<file path="src/rtl/y86_pred_pkg.sv">
// Shared definitions for the Y86 fetch-stage PC predictor: the icode values the
// predictor decodes, the default PC width and the PC type.
package y86_pred_pkg;

    localparam int DEF_PC_W = 48;

    typedef logic [DEF_PC_W-1:0] pc_t;

    localparam logic [7:0] IJXX  = 8'd7;
    localparam logic [7:0] ICALL = 8'd8;
    localparam logic [7:0] IRET  = 8'd9;

endpackage

</file>
<file path="src/rtl/pred_pc_unit_if.sv">
// Fetch/redirect bus of the PC predictor. The master side is the fetch and
// hazard logic that drives fetch fields and redirects; the slave side is the predictor.
interface pred_pc_unit_if
    import y86_pred_pkg::*;
#(
    parameter int PC_W      = DEF_PC_W,
    parameter int RAS_DEPTH = 8
);
    localparam int CNT_W = $clog2(RAS_DEPTH + 1);

    logic             F_stall_i;
    logic [7:0]       f_icode_i;
    logic [PC_W-1:0]  f_valC_i;
    logic [PC_W-1:0]  f_valP_i;
    logic             M_mispred_i;
    logic [PC_W-1:0]  M_valA_i;
    logic             W_call_i;
    logic             W_ret_i;
    logic             W_retmis_i;
    logic [PC_W-1:0]  W_valM_i;
    logic [PC_W-1:0]  F_predPC_o;
    logic             f_ras_hit_o;
    logic [CNT_W-1:0] ras_count_o;

    modport master (
        output F_stall_i, f_icode_i, f_valC_i, f_valP_i, M_mispred_i, M_valA_i,
               W_call_i, W_ret_i, W_retmis_i, W_valM_i,
        input  F_predPC_o, f_ras_hit_o, ras_count_o
    );

    modport slave (
        input  F_stall_i, f_icode_i, f_valC_i, f_valP_i, M_mispred_i, M_valA_i,
               W_call_i, W_ret_i, W_retmis_i, W_valM_i,
        output F_predPC_o, f_ras_hit_o, ras_count_o
    );

endinterface

</file>
<file path="src/rtl/pred_ras.sv">
// Return-address stack: circular storage with a speculative pointer/count,
// which fetch moves, and a committed pointer/count, which retirement moves.
// A restore copies the committed state, including this cycle's retirement, into
// the speculative state. Storage is not repaired on a restore.
module pred_ras
    import y86_pred_pkg::*;
#(
    parameter int PC_W      = DEF_PC_W,
    parameter int RAS_DEPTH = 8,
    localparam int PTR_W    = $clog2(RAS_DEPTH),
    localparam int CNT_W    = $clog2(RAS_DEPTH + 1)
) (
    input  logic             clk,
    input  logic             rst,
    input  logic             push_i,
    input  logic             pop_i,
    input  logic             restore_i,
    input  logic             w_call_i,
    input  logic             w_ret_i,
    input  logic [PC_W-1:0]  push_data_i,
    output logic [PC_W-1:0]  top_o,
    output logic [CNT_W-1:0] count_o
);
    localparam logic [CNT_W-1:0] FULL = CNT_W'(RAS_DEPTH);

    logic [PC_W-1:0]  mem_q [RAS_DEPTH];
    logic [PTR_W-1:0] sp_q, sp_d, cp_q, cp_d, wr_ptr;
    logic [CNT_W-1:0] sc_q, sc_d, cc_q, cc_d;

    assign wr_ptr  = sp_q + 1'b1;
    assign top_o   = mem_q[sp_q];
    assign count_o = sc_q;

    // Committed state follows retirement; call and ret together is illegal and holds.
    always_comb begin
        cp_d = cp_q;
        cc_d = cc_q;
        if (w_call_i && !w_ret_i) begin
            cp_d = cp_q + 1'b1;
            if (cc_q != FULL) cc_d = cc_q + 1'b1;
        end else if (w_ret_i && !w_call_i && cc_q != '0) begin
            cp_d = cp_q - 1'b1;
            cc_d = cc_q - 1'b1;
        end
    end

    // Speculative state: restore wins, then push, then pop.
    always_comb begin
        sp_d = sp_q;
        sc_d = sc_q;
        if (restore_i) begin
            sp_d = cp_d;
            sc_d = cc_d;
        end else if (push_i) begin
            sp_d = wr_ptr;
            if (sc_q != FULL) sc_d = sc_q + 1'b1;
        end else if (pop_i && sc_q != '0) begin
            sp_d = sp_q - 1'b1;
            sc_d = sc_q - 1'b1;
        end
    end

    // Pointer and count registers.
    always_ff @(posedge clk or negedge rst) begin
        if (!rst) begin
            sp_q <= '0;
            sc_q <= '0;
            cp_q <= '0;
            cc_q <= '0;
        end else begin
            sp_q <= sp_d;
            sc_q <= sc_d;
            cp_q <= cp_d;
            cc_q <= cc_d;
        end
    end

    // Storage write. A full push overwrites the oldest entry.
    always_ff @(posedge clk) begin
        if (push_i && !restore_i) mem_q[wr_ptr] <= push_data_i;
    end

endmodule

</file>
<file path="src/rtl/pred_pc_unit.sv">
// Fetch-stage predicted-PC register for the Y86 pipeline.
// Optional feature macro: PRED_RAS_EN builds the return-address stack; without it
// ret predicts fall-through and every retiring ret redirects.
module pred_pc_unit
    import y86_pred_pkg::*;
#(
    parameter int              PC_W      = DEF_PC_W,
    parameter int              RAS_DEPTH = 8,
    parameter logic [PC_W-1:0] RESET_PC  = '0
) (
    input logic           clk,
    input logic           rst,
    pred_pc_unit_if.slave bus
);
    logic [PC_W-1:0] pc_q, pc_d;
    logic            w_redir, redir, ras_hit;
    logic [PC_W-1:0] ras_top;

    assign redir = w_redir | bus.M_mispred_i;

`ifdef PRED_RAS_EN
    logic ras_push, ras_pop;

    assign w_redir  = bus.W_ret_i & bus.W_retmis_i;
    assign ras_hit  = (bus.f_icode_i == IRET) && (bus.ras_count_o != '0);
    assign ras_push = !redir && !bus.F_stall_i && (bus.f_icode_i == ICALL);
    assign ras_pop  = !redir && !bus.F_stall_i && ras_hit;

    pred_ras #(.PC_W(PC_W), .RAS_DEPTH(RAS_DEPTH)) u_ras (
        .clk         (clk),
        .rst         (rst),
        .push_i      (ras_push),
        .pop_i       (ras_pop),
        .restore_i   (redir),
        .w_call_i    (bus.W_call_i),
        .w_ret_i     (bus.W_ret_i),
        .push_data_i (bus.f_valP_i),
        .top_o       (ras_top),
        .count_o     (bus.ras_count_o)
    );
`else
    logic unused_ras;

    assign w_redir         = bus.W_ret_i;
    assign ras_hit         = 1'b0;
    assign ras_top         = '0;
    assign bus.ras_count_o = '0;
    assign unused_ras      = ^{bus.W_call_i, bus.W_retmis_i, ras_top};
`endif

    assign bus.f_ras_hit_o = ras_hit;
    assign bus.F_predPC_o  = pc_q;

    // Next-PC select: redirects, then stall, then fetch-based prediction.
    always_comb begin
        pc_d = pc_q;
        if (w_redir)
            pc_d = bus.W_valM_i;
        else if (bus.M_mispred_i)
            pc_d = bus.M_valA_i;
        else if (!bus.F_stall_i) begin
            if (bus.f_icode_i == IJXX || bus.f_icode_i == ICALL)
                pc_d = bus.f_valC_i;
            else if (ras_hit)
                pc_d = ras_top;
            else
                pc_d = bus.f_valP_i;
        end
    end

    // Predicted PC register.
    always_ff @(posedge clk or negedge rst) begin
        if (!rst) pc_q <= RESET_PC;
        else      pc_q <= pc_d;
    end

endmodule

</file>
<file path="src/flat_wrapper.sv">
// flat-port wrapper written by rule: the top's interface ports become plain ports
module pred_pc_unit_flat import y86_pred_pkg::*;
#(
    parameter int              PC_W      = DEF_PC_W,
    parameter int              RAS_DEPTH = 8,
    parameter logic [PC_W-1:0] RESET_PC  = '0
)
  (clk, rst, bus_F_stall_i, bus_f_icode_i, bus_f_valC_i, bus_f_valP_i, bus_M_mispred_i, bus_M_valA_i, bus_W_call_i, bus_W_ret_i, bus_W_retmis_i, bus_W_valM_i, bus_F_predPC_o, bus_f_ras_hit_o, bus_ras_count_o);
  pred_pc_unit_if #(.PC_W(PC_W), .RAS_DEPTH(RAS_DEPTH)) bus_i ();
  input logic clk;
  input logic rst;
  input wire logic [$bits(bus_i.F_stall_i)-1:0] bus_F_stall_i;
  input wire logic [$bits(bus_i.f_icode_i)-1:0] bus_f_icode_i;
  input wire logic [$bits(bus_i.f_valC_i)-1:0] bus_f_valC_i;
  input wire logic [$bits(bus_i.f_valP_i)-1:0] bus_f_valP_i;
  input wire logic [$bits(bus_i.M_mispred_i)-1:0] bus_M_mispred_i;
  input wire logic [$bits(bus_i.M_valA_i)-1:0] bus_M_valA_i;
  input wire logic [$bits(bus_i.W_call_i)-1:0] bus_W_call_i;
  input wire logic [$bits(bus_i.W_ret_i)-1:0] bus_W_ret_i;
  input wire logic [$bits(bus_i.W_retmis_i)-1:0] bus_W_retmis_i;
  input wire logic [$bits(bus_i.W_valM_i)-1:0] bus_W_valM_i;
  output wire logic [$bits(bus_i.F_predPC_o)-1:0] bus_F_predPC_o;
  output wire logic [$bits(bus_i.f_ras_hit_o)-1:0] bus_f_ras_hit_o;
  output wire logic [$bits(bus_i.ras_count_o)-1:0] bus_ras_count_o;
  assign bus_i.F_stall_i = bus_F_stall_i;
  assign bus_i.f_icode_i = bus_f_icode_i;
  assign bus_i.f_valC_i = bus_f_valC_i;
  assign bus_i.f_valP_i = bus_f_valP_i;
  assign bus_i.M_mispred_i = bus_M_mispred_i;
  assign bus_i.M_valA_i = bus_M_valA_i;
  assign bus_i.W_call_i = bus_W_call_i;
  assign bus_i.W_ret_i = bus_W_ret_i;
  assign bus_i.W_retmis_i = bus_W_retmis_i;
  assign bus_i.W_valM_i = bus_W_valM_i;
  assign bus_F_predPC_o = bus_i.F_predPC_o;
  assign bus_f_ras_hit_o = bus_i.f_ras_hit_o;
  assign bus_ras_count_o = bus_i.ras_count_o;
  pred_pc_unit #(.PC_W(PC_W), .RAS_DEPTH(RAS_DEPTH), .RESET_PC(RESET_PC)) u_core (.clk(clk), .rst(rst), .bus(bus_i));
endmodule
</file>
<file path="config.mk">
export PLATFORM = sky130hd
export DESIGN_NAME = pred_pc_unit_flat
export DESIGN_NICKNAME = d
export VERILOG_FILES = /design/src/rtl/y86_pred_pkg.sv /design/src/rtl/pred_pc_unit_if.sv /design/src/rtl/pred_ras.sv /design/src/rtl/pred_pc_unit.sv /design/src/flat_wrapper.sv
export SDC_FILE = /design/constraint.sdc
export NUM_CORES = 1
export LEC_CHECK = 0
export BUFFER_PORTS_ARGS = -buffer_cell sky130_fd_sc_hd__buf_2
export CAP_MARGIN = 20
export CORE_AREA = 5 5 97 99
export CTS_BUF_LIST = sky130_fd_sc_hd__clkbuf_16
export DETAILED_ROUTE_END_ITERATION = 10
export DIE_AREA = 0 0 102 104
export PLACE_DENSITY = 0.83
export RECOVER_POWER = 50
export SYNTH_ARGS = -nofsm -noshare
export SYNTH_HDL_FRONTEND = slang
export SYNTH_SLANG_ARGS = --single-unit
</file>
<file path="constraint.sdc">
create_clock -name clk -period 2.4 [get_ports clk]
set_clock_uncertainty 0.15 [all_clocks]
set_input_delay 0.12 -clock clk [delete_from_list [all_inputs] [get_ports clk]]
set_output_delay 0.12 -clock clk [all_outputs]
set_load 0.1 [all_outputs]
</file>
==> results of run 1 <==
[metal layers]
| layer | track usage | vias up | wire [um] |
|---|---|---|---|
| met5 | 0 | - | 0 |
| met4 | 0.127 | 0 | 561 |
| met3 | 0.0664 | 58 | 1560 |
| met2 | 0.465 | 324 | 7250 |
| met1 | 0.270 | 2010 | 4810 |
| li1 | - | 2023 | - |
[area by class of cell]
cell class / count / area, um2 / area share
Clock buffer: 5 / 125 / 0.0232
Clock inverter: 2 / 8.76 / 0.00163
Inverter: 1 / 3.75 / 0.000697
Multi-Input combinational cell: 300 / 1630 / 0.302
Sequential cell: 48 / 1200 / 0.223
Tap cell: 108 / 135 / 0.0251
Timing Repair Buffer: 359 / 2280 / 0.424
[cells in the final DEF, fill, tap and decap left out, drive strengths merged]
master,instances
o21a,49
clkinv,1
dlygate4sd3,97
conb,5
o21ai,1
nor4,1
nor3,1
dfrtp,48
o22ai,48
nand2b,1
buf,212
a31oi,48
nor4b,1
clkbuf,55
inv,2
and4b,1
nand2,144
[critical path: cells and delay by family]
family,cells,cell delay [ns]
and+or+nand+nor,2,0.41
AOI/OAI and AO/OA,2,0.70
buffers and inverters,3,1.00
[power by group through the flow]
stage / Sequential, mW / Clock, mW / Combinational (mW)
after global placement: 0.941 / 0 / 1.18
after detailed placement: 0.943 / 0 / 1.19
after global routing: 0.943 / 0.706 / 1.43
final: 0.933 / 0.663 / 1.37
after CTS: 0.929 / 0.680 / 1.37
after floorplan: 1.53 / 0 / 0.280
[metrics by stage]
| step | hold WS (ns) | util | setup slack [ns] | instances | instance area [um2] |
|---|---|---|---|---|---|
| floorplan | -0.326 | - | 0.776 | 390 | 3050 |
| global placement | -0.0544 | 0.513 | 0.557 | 719 | 4340 |
| detailed placement | -0.0392 | 0.513 | 0.498 | 719 | 4340 |
| CTS | 0.189 | 0.644 | 0.265 | 823 | 5450 |
| global route | 0.486 | 0.636 | 0.0905 | 823 | 5390 |
| finish | 0.476 | 0.636 | 0.225 | 823 | 5390 |
[cells by family (layout without fill, tap and decap cells)]
logic type / count (synthesis) / in the layout / synth area share
AND/OR/NAND/NOR: 149 / 149 / 0.203
AO/OA/AOI/OAI: 146 / 146 / 0.322
flip-flops: 48 / 48 / 0.396
buffers and inverters: 42 / 367 / 0.0775
other: 1 / 5 / 0.00124
[final timing paths]
kind                            cells past startpoint  slack [ns]                   endpoint                      start
worst max-delay path                                7        0.22   u_core.bus.F_predPC_o[2]           bus_f_icode_i[5]
worst min-delay path                                2        0.48  u_core.bus.F_predPC_o[46]                        rst
worst max register to register                      4        0.79  u_core.bus.F_predPC_o[14]  u_core.bus.F_predPC_o[14]
worst min register to register                      4        1.09  u_core.bus.F_predPC_o[23]  u_core.bus.F_predPC_o[23]
max in group asynchronous                           3        0.47  u_core.bus.F_predPC_o[32]                        rst
min in group clk                                    4        0.48  u_core.bus.F_predPC_o[12]           bus_f_valP_i[12]
==> summary.md, run 1 <==
| Metric | Value |
|---|---|
| Post-DP HPWL | 9010 um |
| Worst slew pin tran | between 1 and 1.5 ns |
| Initial antenna violation count | 0 |
| TritonCTS buffer count | 5 |
| Internal power | 1.69 mW |
| Share of cells above drive strength 1 | 0.316 |
| Synth cell types | 20 |
| WS Path Type | in -> reg |
| Crit-path max cell delay | 0.59 ns |
| Sw power | roughly 1.3 mW |
| Yosys top cell by area | dfrtp_1 |
| Synth async-reset ratio | 1.00 |
| Clock Latency Late Sink | 0.28 ns |
| Largest net degree at the start of global routing | 51 |
| Count of state elements after synthesis | 48 |
| Worst-path clk slew | 0.06 ns |
| Crit-path cells | buf_2 > nor4_4 > o21a_2 > buf_4 > nand2_1 > a31oi_1 > dlygate4sd3_1 |
| # port buffers | ~250 |
| Die height | 104 um |
| First-pass GRT wire length | ~22000 um |
| Die area | about 0.011 mm2 |
| Post-CTS Resized | 0 |
| Tcrit/Tclk final | 0.906 |
| Setup TNS | 0 ns |
| Minimum clock period | 2.18 ns |
| Die Wd | roughly 100 um |
| Post-CTS setup buffer count | 0 |
| Peak VDD IR | between 0.0003 and 0.0004 V |
| CTS tree | yes |
| Fin nets | ~920 |
| Sequential-to-total area share from yosys stat | 0.396 |
| FMAX | 460 MHz |
| Fraction of power spent switching nets | 0.428 |
| Max reg flops | 48 |
| Startpoint types | input pin |
| Area of the core | 0.00847 mm2 |
| Worst Path Max Fanout | 21 |
| CTS Sinks | 48 |
| Hold Buf Count CTS | 97 |
| Setup violators final | 0 |
| Syn avg cell area | a little under 8 um2 |
| Slowest CP cell | dlygate4sd3_1 |
| FP Rows | 34 |
| DRC | 2 |
| Via/cell ratio | approximately 5.4 |
| CP Capture Type | flip-flop |
| Number of flops mapped to enable cells by yosys | 0 |
| Pre-antenna DRT Iters | 8 |
| Initial drt markers | 175 |
| Failing checks | design-rule violations |
| YS warnings | 0 |
| Logic pwr share | 0.461 |
| Total grt overflow | 0 |
| Number of H-tree levels | 2 |
| Clock power frac | 0.224 |
| Fin. max-slew vios | 0 |
| I/O Pins | 260 |
| Status | finished with violations |
| Clk root buf | clkbuf_16 |
| P&R area growth vs syn | 77.5% |
| Hold crit path type | in -> async |
| # diodes | 0 |
| Worst Path Arrival | roughly 2.2 ns |
| Top_reg_cell synth | dfrtp_1 |
| Commonest cells post-synth | nand2_1, a31oi_1, dfrtp_1, o21a_1, o22ai_1 |
| Max_cap viols | 0 |
| Vias in the first global route | 4720 |
| Fillers | 715 |
| Synthesized cell area | between 0.003 and 0.004 mm2 |
| Top-area cell type share of the netlist area | 0.396 |
| GPL Wtd Cong | 0.828 |
| Count leader, synth | nand2_1 |
| Critical Path RT | 2.46 ns |
| Sequential share of power | 0.315 |
| Total GRT Usage | 0.258 |
| Final hold violations | 0 |
| Initial Utilization | 0.358 |
| DR vias | 4415 |
| Detailed Route WL | 14200 um |
| Max-slew headroom | 0.174 |
| Final ANT Viol Nets | 0 |
| Leakage power | 2.57 nW |
| Max clock buf depth | 2 |
| RSZ-0062 raised after global routing | false |
| Mapped Cells | 386 |
| WL/cell | about 17 um |
| Total power | around 3.0 mW |
| Pwr dens | 550 mW/mm2 |
| Synth area leaders | dfrtp_1, nand2_1, o21a_1 |
Power figures use the tool's default switching activity.
==> run 2, diff against run 1 <==
GPL_ROUTABILITY_DRIVEN = 0   (was not set)
HOLD_SLACK_MARGIN = 0.15   (was not set)
SETUP_SLACK_MARGIN = 0.5   (was not set)
==> run 2 against run 1 <==
The flow now stops in clock tree synthesis (4_1_cts). Area after synthesis unchanged. Synthesized cell count did not move.
==> summary.md, run 2 <==
| Metric | Value |
|---|---|
| CTS Sinks | 48 (unchanged) |
| # port buffers | 252 (unchanged) |
| Top_reg_cell synth | dfrtp_1 (unchanged) |
| Pre-CTS setup slack | 0.498 ns (unchanged) |
| YS warnings | 0 (unchanged) |
| Mapped Cells | 386 (unchanged) |
| Status | stopped before the end (was finished with violations) |
| Initial Utilization | 0.358 (unchanged) |
| Post-DP HPWL | 9010 um (unchanged) |
| Number of flops mapped to enable cells by yosys | 0 (unchanged) |
| I/O Pins | 260 (unchanged) |
| Top-area cell type share of the netlist area | 0.396 (unchanged) |
| FP Rows | 34 (unchanged) |
| Clk root buf | clkbuf_16 (unchanged) |
| Post-CTS setup buffer count | 0 (unchanged) |
| Post-CTS Resized | 0 (unchanged) |
| Die Wd | 102 um (unchanged) |
| First error | [ERROR RSZ-0060] Max buffer count reached. |
| Yosys top cell by area | dfrtp_1 (unchanged) |
| Count of state elements after synthesis | 48 (unchanged) |
| Die height | 104 um (unchanged) |
| Commonest cells post-synth | nand2_1, a31oi_1, dfrtp_1, o21a_1, o22ai_1 (unchanged) |
| Stopped at | clock tree synthesis (4_1_cts) |
| Count leader, synth | nand2_1 (unchanged) |
| Sequential-to-total area share from yosys stat | 0.396 (unchanged) |
| Synth area leaders | dfrtp_1, nand2_1, o21a_1 (unchanged) |
| Syn avg cell area | 7.86 um2 (unchanged) |
| TritonCTS buffer count | 5 (unchanged) |
| Max clock buf depth | 2 (unchanged) |
| Synth cell types | 20 (unchanged) |
| Synthesized cell area | 0.00303 mm2 (unchanged) |
| Synth async-reset ratio | 1.00 (unchanged) |
| Hold Buf Count CTS | 147 (was 97) |
| Number of H-tree levels | 2 (unchanged) |
run 2: stage by stage:
stage                     hold WS, ns  std cells  area (um2)
after floorplan                -0.326        390        3050
after global placement        -0.0544        719        4340
after detailed placement      -0.0392        719        4340
run 2: kinds of logic after synthesis:
logic type / after synthesis / share of synthesized area
simple gates: 149 / 0.203
compound gates: 146 / 0.322
flops: 48 / 0.396
buf+inv: 42 / 0.0775
other cells: 1 / 0.00124
==> run 3, diff against run 2 <==
CORE_AREA = not set   (was 5 5 97 99)
CORE_MARGIN = 5   (was not set)
CORE_UTILIZATION = 34   (was not set)
CTS_BUF_LIST = not set   (was sky130_fd_sc_hd__clkbuf_16)
DIE_AREA = not set   (was 0 0 102 104)
HOLD_SLACK_MARGIN = not set   (was 0.15)
PLACE_DENSITY = not set   (was 0.83)
PLACE_DENSITY_LB_ADDON = 0.15   (was not set)
SETUP_SLACK_MARGIN = not set   (was 0.5)
==> run 3 against run 2 <==
The flow now finishes, with violations (max-capacitance violations, max-slew violations).
==> summary.md, run 3 (synthesized netlist as in run 1, its figures left out) <==
| Metric | Value |
|---|---|
| Total grt overflow | 0 |
| Initial antenna violation count | 0 |
| Worst R2R End | u_core.bus.F_predPC_o[33] |
| Vias in the first global route | between 4k and 5k |
| CTS tree | yes |
| Die area | 0.0109 mm2 |
| RSZ-0062 raised after global routing | false |
| Post-CTS setup buffer count | 0 (unchanged) |
| FMAX | 478 MHz |
| Max clock buf depth | 2 (unchanged) |
| Crit-path leading delay family | buffers and inverters |
| Die Wd | 104 um (was 102 um) |
| Post-CTS Resized | 0 (unchanged) |
| Slowest CP cell | dlygate4sd3_1 |
| Number of H-tree levels | 2 (unchanged) |
| Internal power | ~1.6 mW |
| Pre-antenna DRT Iters | 4 |
| WS Path Type | in -> reg |
| Logic pwr share | 0.485 |
| Setup violators final | 0 |
| Peak VDD IR | around 0.00028 V |
| Reg2Reg Depth | 4 |
| P&R area growth vs syn | 77.2% |
| # diodes | 0 |
| Startpoint types | input pin |
| Worst Path Arrival | 2.17 ns |
| Max reg flops | 48 |
| Most common cell after layout, fill and taps aside | buf_2 |
| Setup TNS | 0 ns |
| Sw power | 1.25 mW |
| Status | finished with violations (was stopped before the end) |
| # port buffers | 252 (unchanged) |
| DR vias | 4136 |
| Die height | 104 um (about the same) |
| Fraction of power spent switching nets | 0.446 |
| Worst slew pin tran | 1.53 ns |
| CTS Sinks | 48 (unchanged) |
| Critical Path RT | 2.48 ns |
| Hold Buf Count CTS | 97 (was 147) |
| Total GRT Usage | 0.231 |
| Fin nets | a little over 900 |
| TritonCTS buffer count | 5 (unchanged) |
| Hold worst-path end | u_core.bus.F_predPC_o[5] |
| Fillers | 806 |
| Crit-path cells | buf_2 > nor4b_4 > o21a_2 > buf_12 > nand2_1 > a31oi_1 > dlygate4sd3_1 |
| DRC | 0 |
| Pwr dens | around 520 mW/mm2 |
| WL/cell | around 16 um |
| Crit-path max cell delay | just under 0.6 ns |
| Max-slew headroom | -0.0225 |
| Worst Hold Path Cells | 4 |
| I/O Pins | 260 (unchanged) |
| Fin. max-slew vios | 28 |
| FP Rows | 34 (unchanged) |
| CP Buf/Inv Count | 3 |
| Commonest cells after routing, fill and taps aside | buf_2, nand2_1, dlygate4sd3_1 |
| Clock Latency Late Sink | 0.29 ns |
| Minimum clock period | ~2.1 ns |
| Worst Path Max Fanout | 29 |
| Worst-path clk slew | approximately 0.1 ns |
| Cell area after placement | 0.00437 mm2 (was 0.00434 mm2) |
| First-pass GRT wire length | 20900 um |
| Hold crit path type | in -> reg |
| Post-DP HPWL | 9160 um (was 9010 um) |
| Clock power frac | 0.182 |
| Finished Cell Area | roughly 0.0054 mm2 |
| Failing checks | max-capacitance violations, max-slew violations |
| Via/cell ratio | 5.03 |
| Sequential share of power | 0.333 |
| Initial drt markers | 186 |
| Tcrit/Tclk final | 0.871 |
| CP Capture Type | flip-flop |
| Final ANT Viol Nets | 0 |
| Initial Utilization | 0.348 (was 0.358) |
| Leakage power | roughly 2.6 nW |
| Largest net degree at the start of global routing | 40 |
| RR Startpoint | u_core.bus.F_predPC_o[33] |
| HP Start | bus_f_valP_i[5] |
| Worst R2R Setup Slack | a little over 0.8 ns |
| Clk root buf | clkbuf_8 (was clkbuf_16) |
| Final hold violations | 0 |
| Share of cells above drive strength 1 | 0.320 |
| Detailed Route WL | 13300 um |
| Max_cap viols | 1 |
| Area of the core | 0.00872 mm2 |
-- run 3: worst register-to-register path: stages (launching register included) --
cell and delay [ns]:
dfrtp_1 0.36, o22ai_1 0.08, o21a_1 0.18, a31oi_1 0.17, dlygate4sd3_1 0.59
-- run 3: power groups by stage --
| stage | sequential, mW | combinational (mW) | clock (mW) |
|---|---|---|---|
| final | 0.934 | 1.36 | 0.511 |
| after global routing | 0.943 | 1.43 | 0.562 |
| after CTS | 0.931 | 1.37 | 0.535 |
| after detailed placement | 0.946 | 1.20 | 0 |
| after global placement | 0.944 | 1.19 | 0 |
| after floorplan | 1.53 | 0.280 | 0 |
-- run 3: worst max path at each step --
stage | startpoint | to | slack [ns] | cells past startpoint
after global routing | rst | u_core.bus.F_predPC_o[15] | 0.12 | 3
after detailed placement | bus_f_icode_i[5] | u_core.bus.F_predPC_o[6] | 0.55 | 6
final | bus_f_icode_i[0] | u_core.bus.F_predPC_o[33] | 0.31 | 7
after CTS | bus_f_icode_i[5] | u_core.bus.F_predPC_o[6] | 0.37 | 7
after global placement | bus_f_icode_i[5] | u_core.bus.F_predPC_o[15] | 0.60 | 6
after floorplan | u_core.bus.F_predPC_o[16] | u_core.bus.F_predPC_o[16] | 0.78 | 3
-- run 3: cell type report --
class | count | area, um2 | share of cell area
Timing Repair Buffer | 358 | 2320 | 0.431
Multi-Input combinational cell | 300 | 1630 | 0.303
Sequential cell | 48 | 1200 | 0.223
Tap cell | 108 | 135 | 0.0251
Clock buffer | 6 | 82.6 | 0.0154
Clock inverter | 2 | 10.0 | 0.00186
Inverter | 1 | 3.75 | 0.000698
-- run 3: per-layer routing --
layer,share of wire,track usage
met5,0,0
met4,0.020,0.0574
met3,0.078,0.0534
met2,0.53,0.430
met1,0.38,0.262
-- run 3: per-stage QoR --
stage | worst slack, ns | utilization | std cells | power, mW | hold WS [ns]
6_report | 0.309 | 0.617 | 823 | 2.80 | 0.458
5_1_grt | 0.117 | 0.617 | 823 | 2.93 | 0.460
4_1_cts | 0.368 | 0.623 | 823 | 2.84 | 0.231
3_5_place_dp | 0.553 | 0.501 | 718 | 2.15 | 0.0203
3_3_place_gp | 0.598 | 0.501 | 718 | 2.13 | 0.0335
2_1_floorplan | 0.776 | - | 390 | 1.81 | -0.326
==> run 4, diff against run 3 <==
CORE_ASPECT_RATIO = 0.75   (was not set)
RECOVER_POWER = 100   (was 50)
clock period = 2.5 ns   (was 2.4 ns; I/O delays follow)
==> run 4 against run 3 <==
Count of clock-buffer cells in the layout stayed put. Largest cell class unchanged. The run now ends clean. Hold slack better by 0.024 ns. Cell area is 0.51% higher. Worst setup slack better by 0.032 ns.
==> summary.md, run 4 (synthesized netlist as in run 1, its figures left out) <==
| Metric | Value |
|---|---|
| WHS | 0.482 ns (was 0.458 ns) |
| Hold worst-path end | u_core.bus.F_predPC_o[45] (was u_core.bus.F_predPC_o[5]) |
| Worst R2R End | u_core.bus.F_predPC_o[40] (was u_core.bus.F_predPC_o[33]) |
| Clock Latency Late Sink | 0.27 ns (was 0.29 ns) |
| First-pass GRT wire length | 20100 um (was 20900 um) |
| RSZ-0062 raised after global routing | false (unchanged) |
| Initial antenna violation count | 0 (unchanged) |
| Initial Utilization | 0.353 (was 0.348) |
| Reg2Reg Depth | 4 (unchanged) |
| M3 GR Usage | 0.0510 (was 0.0534) |
| CTS Sinks | 48 (unchanged) |
| Die height | 91.8 um (was 104 um) |
| Worst Path Max Fanout | 26 (was 29) |
| Largest net degree at the start of global routing | 51 (was 40) |
| Minimum clock period | 2.16 ns |
| # port buffers | 252 (unchanged) |
| Number of H-tree levels | 2 (unchanged) |
| Setup violators final | 0 (unchanged) |
| Total grt overflow | 0 (unchanged) |
| Via/cell ratio | 5.01 (was 5.03) |
| Max clock buf depth | 2 (unchanged) |
| Commonest cells after routing, fill and taps aside | buf_2, nand2_1, dlygate4sd3_1, clkbuf_1 (was buf_2, nand2_1, dlygate4sd3_1) |
| Initial drt markers | 193 (was 186) |
| Peak VDD IR | 0.000306 V (was 0.000278 V) |
| Max-slew headroom | 0.157 (was -0.0225) |
| Worst R2R Setup Slack | 0.93 ns (was 0.82 ns) |
| CTS tree | yes (unchanged) |
| RR Startpoint | u_core.bus.F_predPC_o[40] (was u_core.bus.F_predPC_o[33]) |
| Post-DP HPWL | 9200 um (was 9160 um) |
| FMAX | 463 MHz |
| WL/cell | 15.6 um (was 16.2 um) |
| Hold crit path type | in -> reg (unchanged) |
| Final hold violations | 0 (unchanged) |
| Die area | 0.0109 mm2 (about the same) |
| Final ANT Viol Nets | 0 (unchanged) |
| I/O Pins | 260 (unchanged) |
| Worst-path clk slew | 0.07 ns (was 0.10 ns) |
| Total GRT Usage | 0.222 (was 0.231) |
| Startpoint types | input pin (unchanged) |
| Share of cells above drive strength 1 | 0.318 (was 0.320) |
| Clk root buf | clkbuf_16 (was clkbuf_8) |
| Setup TNS | 0 ns (unchanged) |
| Worst Path Arrival | 2.22 ns (was 2.17 ns) |
| Most common cell after layout, fill and taps aside | buf_2 (unchanged) |
| Die Wd | 119 um (was 104 um) |
| FP Rows | 29 (was 34) |
| Critical Path RT | 2.57 ns (was 2.48 ns) |
| Area of the core | 0.00860 mm2 (was 0.00872 mm2) |
| Max_cap viols | 0 (was 1) |
| Detailed Route WL | 12900 um (was 13300 um) |
| P&R area growth vs syn | 78.1% (was 77.2%) |
| Status | completed (was finished with violations) |
| # diodes | 0 (unchanged) |
| HP Start | bus_f_valP_i[45] (was bus_f_valP_i[5]) |
| DRC | 0 (unchanged) |
| DR vias | 4139 (was 4136) |
| Max reg flops | 48 (unchanged) |
| GR Util met1 | 0.251 (was 0.262) |
| TritonCTS buffer count | 5 (unchanged) |
| Worst slew pin tran | 1.26 ns (was 1.53 ns) |
| Pre-antenna DRT Iters | 4 (unchanged) |
| CP Capture Type | flip-flop (unchanged) |
| Met2 usage | 0.425 (was 0.430) |
| Tcrit/Tclk final | 0.863 |
| Fin. max-slew vios | 0 (was 28) |
| Fin nets | 924 (was 921) |
| Vias in the first global route | 4256 (was 4312) |
| Pwr dens | 543 mW/mm2 (was 521 mW/mm2) |
| Leakage power | 2.57 nW (about the same) |
| WS Path Type | in -> reg (unchanged) |
| Most used routing layer | met2 (unchanged) |
| Worst Hold Path Cells | 4 (unchanged) |
## run 4: cell count changes in the layout (fill, tap and decap cells not counted)
cell / delta
clkbuf_4: +1
buf_2: -3
clkbuf_16: +5
clkbuf_8: -6
buf_4: +7
bufinv_16: +1
buf_12: -5
clkinv_2: -1
clkbuf_1: +4
## run 4: worst max-delay path by stage
stage                              startpoint                   endpoint  slack, ns  depth (start not counted)
global route                              rst  u_core.bus.F_predPC_o[10]       0.16                          3
detailed placement           bus_f_icode_i[5]   u_core.bus.F_predPC_o[7]       0.59                          6
global placement             bus_f_icode_i[5]  u_core.bus.F_predPC_o[44]       0.65                          6
CTS                          bus_f_icode_i[5]   u_core.bus.F_predPC_o[7]       0.36                          7
finish                       bus_f_icode_i[5]  u_core.bus.F_predPC_o[46]       0.34                          7
floorplan           u_core.bus.F_predPC_o[16]  u_core.bus.F_predPC_o[16]       0.88                          3
## run 4: timing repair
action                    4_1_cts  5_1_grt
hold buffers                   97        0
resized for setup               0        0
hold endpoints to repair       69        0
buffers inserted                0        0
## run 4: metrics by stage
| stage | worst slack [ns] | instance area (um2) | util | std cells | total power, mW |
|---|---|---|---|---|---|
| after floorplan | 0.876 | 3050 | - | 390 | 1.73 |
| after global placement | 0.652 | 4330 | 0.504 | 721 | 2.04 |
| after detailed placement | 0.595 | 4330 | 0.504 | 721 | 2.05 |
| after CTS | 0.361 | 5470 | 0.636 | 826 | 2.98 |
| after global routing | 0.160 | 5410 | 0.629 | 826 | 3.07 |
| final | 0.342 | 5410 | 0.629 | 826 | 2.94 |
## run 4: critical path: stages
cell and delay (ns):
clkbuf_1 0.10, nor4_4 0.35, o21a_2 0.55, buf_12 0.25, nand2_1 0.07, a31oi_1 0.17, dlygate4sd3_1 0.59
## run 4: where the power goes
| part | leakage (nW) | internal (mW) | switching (mW) |
|---|---|---|---|
| Clock | 0.0808 | 0.471 | 0.277 |
| Sequential | 0.569 | 0.852 | 0.0467 |
| Combinational | 1.92 | 0.410 | 0.879 |
## run 4: per-layer routing
layer | share of wire | vias up
met5 | 0 | -
met4 | 0.017 | 0
met3 | 0.082 | 18
met2 | 0.52 | 191
met1 | 0.38 | 1901
li1 | - | 2029
## run 4: layout make-up
type	count	area [um2]
Timing Repair Buffer	361	2270
Clock buffer	6	129
Clock inverter	2	35.0
Fill cell	786	3190
Sequential cell	48	1200
Multi-Input combinational cell	300	1630
Tap cell	108	135
Inverter	1	3.75
